**config.mk**
```make
export PLATFORM = sky130hd
export DESIGN_NAME = snake_body_queue_ctrl
export DESIGN_NICKNAME = d
export VERILOG_FILES = /design/src/rtl/snake_body_queue_ctrl.sv
export SDC_FILE = /design/constraint.sdc
export NUM_CORES = 1
export LEC_CHECK = 0
export BUFFER_PORTS_ARGS = -buffer_cell sky130_fd_sc_hd__buf_2
export CORE_MARGIN = 1
export CORE_UTILIZATION = 50
export DETAILED_ROUTE_END_ITERATION = 10
export HOLD_SLACK_MARGIN = 0.08
export PLACE_DENSITY = 0.75
export SYNTH_ARGS = -nofsm -noshare
export SYNTH_HDL_FRONTEND = slang
export SYNTH_SLANG_ARGS = --single-unit
```
**constraint.sdc**
```tcl
create_clock -name clk -period 2.1 [get_ports clk]
set_input_delay 0.105 -clock clk [delete_from_list [all_inputs] [get_ports clk]]
set_output_delay 0.105 -clock clk [all_outputs]
set_load 0.02 [all_outputs]
```
**src/rtl/snake_body_queue_ctrl.sv**
```systemverilog
// Snake-body circular-queue sequencer owning both ports of the body RAM.
// Build option: define SNAKE_COLLISION_CHECK_EN for the full-body self-collision scan.
module snake_body_queue_ctrl #(
    parameter int ADDR_W = 8,
    parameter int DATA_W = 8
) (
    input  logic              clk,
    input  logic              reset,
    input  logic              move_valid,
    output logic              move_ready,
    input  logic [DATA_W-1:0] move_head,
    input  logic              move_grow,
    output logic              result_valid,
    output logic              collide,
    output logic              tail_valid,
    output logic [DATA_W-1:0] tail_pos,
    output logic [ADDR_W:0]   length,
    output logic              full,
    output logic              ram_we,
    output logic [DATA_W-1:0] ram_d,
    output logic [ADDR_W-1:0] ram_waddr,
    output logic [ADDR_W-1:0] ram_raddr,
    input  logic [DATA_W-1:0] ram_q
);
    localparam logic [ADDR_W:0]   FULL_LEN = {1'b1, {ADDR_W{1'b0}}};
    localparam logic [ADDR_W:0]   ONE_LEN  = {{ADDR_W{1'b0}}, 1'b1};
    localparam logic [ADDR_W-1:0] ONE_PTR  = {{(ADDR_W-1){1'b0}}, 1'b1};

    typedef enum logic [2:0] {
        IDLE,
        SCAN,
        DRAIN,
        COMMIT,
        DONE
    } state_t;

    state_t state, state_next;

    logic [ADDR_W-1:0] head_ptr;
    logic [ADDR_W-1:0] tail_ptr;
    logic [ADDR_W:0]   scan_cnt;
    logic [DATA_W-1:0] head_p0;
    logic              grow_eff;
    logic              collide_r;
    logic              accept;
    logic              scan_last;
    logic              vld_p1;
    logic [ADDR_W:0]   idx_p1;
    logic              hit_p1;

    function automatic logic [ADDR_W-1:0] ring_addr(input logic [ADDR_W-1:0] base,
                                                    input logic [ADDR_W:0]   offs);
        ring_addr = base + offs[ADDR_W-1:0];
    endfunction

`ifdef SNAKE_COLLISION_CHECK_EN
    // The tail cell only counts as a hit when it is kept (grow); otherwise it is vacated.
    function automatic logic body_hit(input logic [DATA_W-1:0] cell,
                                      input logic [DATA_W-1:0] head,
                                      input logic              is_tail,
                                      input logic              keep_tail);
        body_hit = (cell == head) && (!is_tail || keep_tail);
    endfunction

    assign scan_last = (scan_cnt == (length - ONE_LEN));
    assign hit_p1    = vld_p1 && body_hit(ram_q, head_p0, (idx_p1 == '0), grow_eff);
`else
    assign scan_last = 1'b1;
    assign hit_p1    = 1'b0;
`endif

    assign accept       = move_valid && (state == IDLE);
    assign full         = (length == FULL_LEN);
    assign collide      = collide_r;
    assign tail_valid   = (state == DONE) && !collide_r && !grow_eff;
    assign ram_d        = head_p0;
    assign ram_waddr    = head_ptr;
    assign ram_raddr    = ring_addr(tail_ptr, scan_cnt);

    always_ff @(posedge clk) begin
        if (reset) begin
            state <= IDLE;
        end else begin
            state <= state_next;
        end
    end

    always_comb begin
        state_next   = state;
        move_ready   = 1'b0;
        result_valid = 1'b0;
        ram_we       = 1'b0;
        case (state)
            IDLE: begin
                move_ready = 1'b1;
                if (move_valid) begin
                    state_next = (length == '0) ? COMMIT : SCAN;
                end
            end
            SCAN: begin
                if (scan_last) begin
                    state_next = DRAIN;
                end
            end
            DRAIN:  state_next = COMMIT;
            COMMIT: begin
                // Gated by reset so a write in flight is dropped in the reset cycle itself.
                ram_we     = !collide_r && !reset;
                state_next = DONE;
            end
            DONE: begin
                result_valid = 1'b1;
                state_next   = IDLE;
            end
            default: state_next = IDLE;
        endcase
    end

    // Stage p0: move accept, read issue and queue update.
    always_ff @(posedge clk) begin
        if (reset) begin
            head_ptr  <= '0;
            tail_ptr  <= '0;
            length    <= '0;
            grow_eff  <= 1'b0;
            collide_r <= 1'b0;
            tail_pos  <= '0;
            scan_cnt  <= '0;
            vld_p1    <= 1'b0;
        end else begin
            vld_p1 <= (state == SCAN);
            if (accept) begin
                grow_eff  <= (move_grow && !full) || (length == '0);
                collide_r <= 1'b0;
                scan_cnt  <= '0;
            end
            if (state == SCAN) begin
                scan_cnt <= scan_cnt + ONE_LEN;
            end
            // Stage p1: RAM data for the index issued one cycle earlier.
            if (vld_p1 && (idx_p1 == '0)) begin
                tail_pos <= ram_q;
            end
            if (hit_p1) begin
                collide_r <= 1'b1;
            end
            if ((state == COMMIT) && !collide_r) begin
                head_ptr <= head_ptr + ONE_PTR;
                if (grow_eff) begin
                    length <= length + ONE_LEN;
                end else begin
                    tail_ptr <= tail_ptr + ONE_PTR;
                end
            end
        end
    end

    always_ff @(posedge clk) begin
        if (accept) begin
            head_p0 <= move_head;
        end
        idx_p1 <= scan_cnt;
    end

endmodule

```
==> results.json <==
{
  "start_util_pct": 52.1,
  "fill_cells": 447,
  "switching_power_uw": 628,
  "grt_pass1_wl_mm": 10.0,
  "p_seq_share_pct": 48.0,
  "critical_path.endpoint": "ram_raddr[6]",
  "clock-root-buffer": "clkbuf_8",
  "fin_tns_setup_ps": 0,
  "num_antenna_cells": 0,
  "final_cell_mix": "64 x buf_2, 48 x dfxtp_1, 41 x nor2_1",
  "drc": 0,
  "grt-ovfl-total": 0,
  "via_per_inst": 5.22,
  "clock_path_buffers": 2,
  "r2r_cells": 8,
  "path_max_fanout": 4,
  "synth-async-reset-ratio_pct": 0,
  "period_share_pct": 97.0,
  "rsz0062_at_grt": "true",
  "critPathKind": "reg2out",
  "drt_iter0_drc": 89,
  "fin_util_pct": 69.9,
  "synthesis.nets": 330,
  "hpwl_mm": 4.19,
  "pin_count": 67,
  "cp_slowest_cell": "dfxtp_4",
  "hold_violations": 0,
  "crit_start": "scan_cnt[0]$_SDFFE_PP0P_",
  "grt_antenna_before_repair": 0,
  "reg2reg_to": "state[1]$_SDFFE_PP0P_",
  "final_common_cell": "buf_2",
  "slew_violations": 0,
  "worst_skew_pair.late_latency_ps": 340,
  "ys_seq_area_share_pct": 47.4,
  "synth.top_cell.area_share_pct": 39.1,
  "clock-sinks": 64,
  "finalCriticalPeriod_ps": 2040,
  "wl_per_cell_um": 13.5,
  "maxCapViolations": 0,
  "worstMarginPinSlew_ps": 560,
  "grt_pass1_vias": 2191,
  "clock_skew_ps": 5.24,
  "grt_use_total_pct": 21.5,
  "synth_seq_cells": 64,
  "cp_num_cells": 8,
  "fmax_mhz": 491,
  "required_ps": 2000,
  "synth_top_area_cell": "dfxtp_1",
  "r2r-start": "length[0]$_SDFFE_PP0P_",
  "drive_gt1_share_pct": 32.8,
  "nNetsFinal": 428,
  "crit_top_cell": "o21a_1",
  "rows": 27,
  "cts_tree": "yes",
  "synth_flop_cell": "dfxtp_1",
  "min_path_type": "in2reg",
  "grt_max_degree": 30,
  "die_y_um": 77.8,
  "cts.htree.levels": 3,
  "synth_cell_types": 49,
  "placement.io_buffers": 65,
  "cts_inserted_buffers": 9,
  "synthCells": 297,
  "yosysWarnings": 0,
  "path_cells": "ha_4 > inv_2 > fa_2 > nor2b_1 > o21a_1 > o21a_1 > o311ai_1 > buf_2",
  "start_kind": "flip-flop",
  "p_sw_share_pct": 23.2,
  "syn_area_per_cell_um2": 9.66,
  "die_area_mm2": 0.00605,
  "comb_power_share_pct": 9.6,
  "die_w_um": 77.8,
  "drt-total-wl_mm": 6.39,
  "outcome": "finished clean",
  "synth_area_mm2": 0.00287,
  "path_delay_family": "compound AO/OA/AOI/OAI gates",
  "drtPass1Iterations": 4,
  "slew_headroom_pct": 62.6,
  "power_uw": 2710,
  "intPower_uw": 2080,
  "worstPathArrival_ps": 1930,
  "critPathBufInv": 2,
  "setup_viol": 0,
  "peakVddDrop_uv": 612,
  "placed_area_mm2": 0.00328,
  "synth_area_leaders": "dfxtp_1 39%, edfxtp_1 8.4%, xnor2_1 5.5%, nor2_1 5.4%, ha_1 5.2%",
  "place_congestion": 0.768,
  "clk_pin_slew_worst_paths_ps": 70,
  "cp_slowest_stage_delay_ps": 360,
  "power-per-cell-area_mw_per_mm2": 704,
  "leakage_uw": 0.00167,
  "core_mm2": 0.00551,
  "fin_area_mm2": 0.00385,
  "syn2layout_area_growth_pct": 34.2,
  "synth-edff-count": 8,
  "ant_nets": 0,
  "whs_ps": 101,
  "end_kind": "output port",
  "r2r_slack_ps": 100,
  "clkPwrFrac_pct": 42.5,
  "num_vias": 2463
}
repair_timing:
item	in CTS	in global routing
gates resized for setup	7	22
endpoints found under the hold margin	17	0
hold buffers	17	0
pin swaps	1	7
gates cloned	0	0
setup endpoints to repair	2	4
setup buffers	1	10
sequential cells by signal, summed over array words and instances, names as in the netlist:
signal     cells
ram_d          8
ram_waddr      8
length         9
grow_eff       1
idx_p1         9
tail_ptr       8
state          3
vld_p1         1
tail_pos       8
scan_cnt       9
synth_stat cells (all sizes together) (3+ instances only):
master	instances
mux2i	9
nand4b	3
xor2	7
clkbuf	8
o21ai	8
nor4	9
or3	6
a21oi	15
inv	11
dfxtp	56
nor3	8
buf	7
nor2b	4
nand4	9
nor2	41
and2	4
edfxtp	8
o211ai	3
xnor2	18
nand2	16
ha	12
nand3	8
tightest hold or removal path, cell delays in order:
cell      delay (ps)
buf_2             90
mux2i_1          120
a211oi_1          80
worst min-delay path by stage:
| stage | slack [ps] | depth (start not counted) | from | endpoint |
|---|---|---|---|---|
| after global routing | 110 | 3 | move_grow | grow_eff$_SDFFE_PP0P_ |
| after detailed placement | 290 | 1 | move_head[6] | ram_d[6]$_DFFE_PP_ |
| after global placement | 290 | 1 | move_head[6] | ram_d[6]$_DFFE_PP_ |
| final | 100 | 3 | move_grow | grow_eff$_SDFFE_PP0P_ |
| after floorplan | 180 | 1 | reset | state[1]$_SDFFE_PP0P_ |
| after CTS | 100 | 3 | move_grow | grow_eff$_SDFFE_PP0P_ |
cell families (layout without fill, tap and decap cells):
group | after synthesis | count (layout) | share of synthesized area, %
simple gates | 122 | 122 | 23.4
xor+xnor | 25 | 25 | 7.63
buf+inv | 26 | 129 | 3.92
compound gates | 35 | 35 | 7.63
other cells | 1 | 1 | 0.131
flops | 64 | 64 | 47.4
mux | 11 | 11 | 3.92
fa+ha+maj | 13 | 13 | 5.93
per-layer routing:
metal	global-route usage, %	wire length (um)	part of all wire (%)
met1	25.2	2830	44
met2	36.1	3140	49
met3	5.06	279	4.4
met4	11.5	138	2.2
met5	0	0	0
power by group through the flow:
| stage | Sequential, uW | Clock (uW) | Combinational [uW] |
|---|---|---|---|
| 2_1_floorplan | 1340 | 0 | 130 |
| 3_3_place_gp | 1330 | 0 | 216 |
| 3_5_place_dp | 1330 | 0 | 220 |
| 4_1_cts | 1300 | 1180 | 246 |
| 5_1_grt | 1300 | 1250 | 281 |
| 6_report | 1300 | 1150 | 259 |
final cells by class:
| cell class | instances | area (um^2) | share of cell area, % |
|---|---|---|---|
| clock buffer | 10 | 138 | 3.57 |
| clock inverter | 6 | 82.6 | 2.14 |
| inverter | 11 | 43.8 | 1.14 |
| multi-input combinational | 207 | 1460 | 38.0 |
| sequential | 64 | 1380 | 35.9 |
| tap | 72 | 90.1 | 2.34 |
| timing repair buffer | 102 | 652 | 16.9 |
metrics by stage:
step / setup WS (ps) / cells
3_3_place_gp: 287 / 428
2_1_floorplan: 197 / 297
4_1_cts: 0.912 / 462
3_5_place_dp: 274 / 428
6_report: 63.0 / 472
5_1_grt: -27.9 / 472
(Power assumes the default switching activity.)
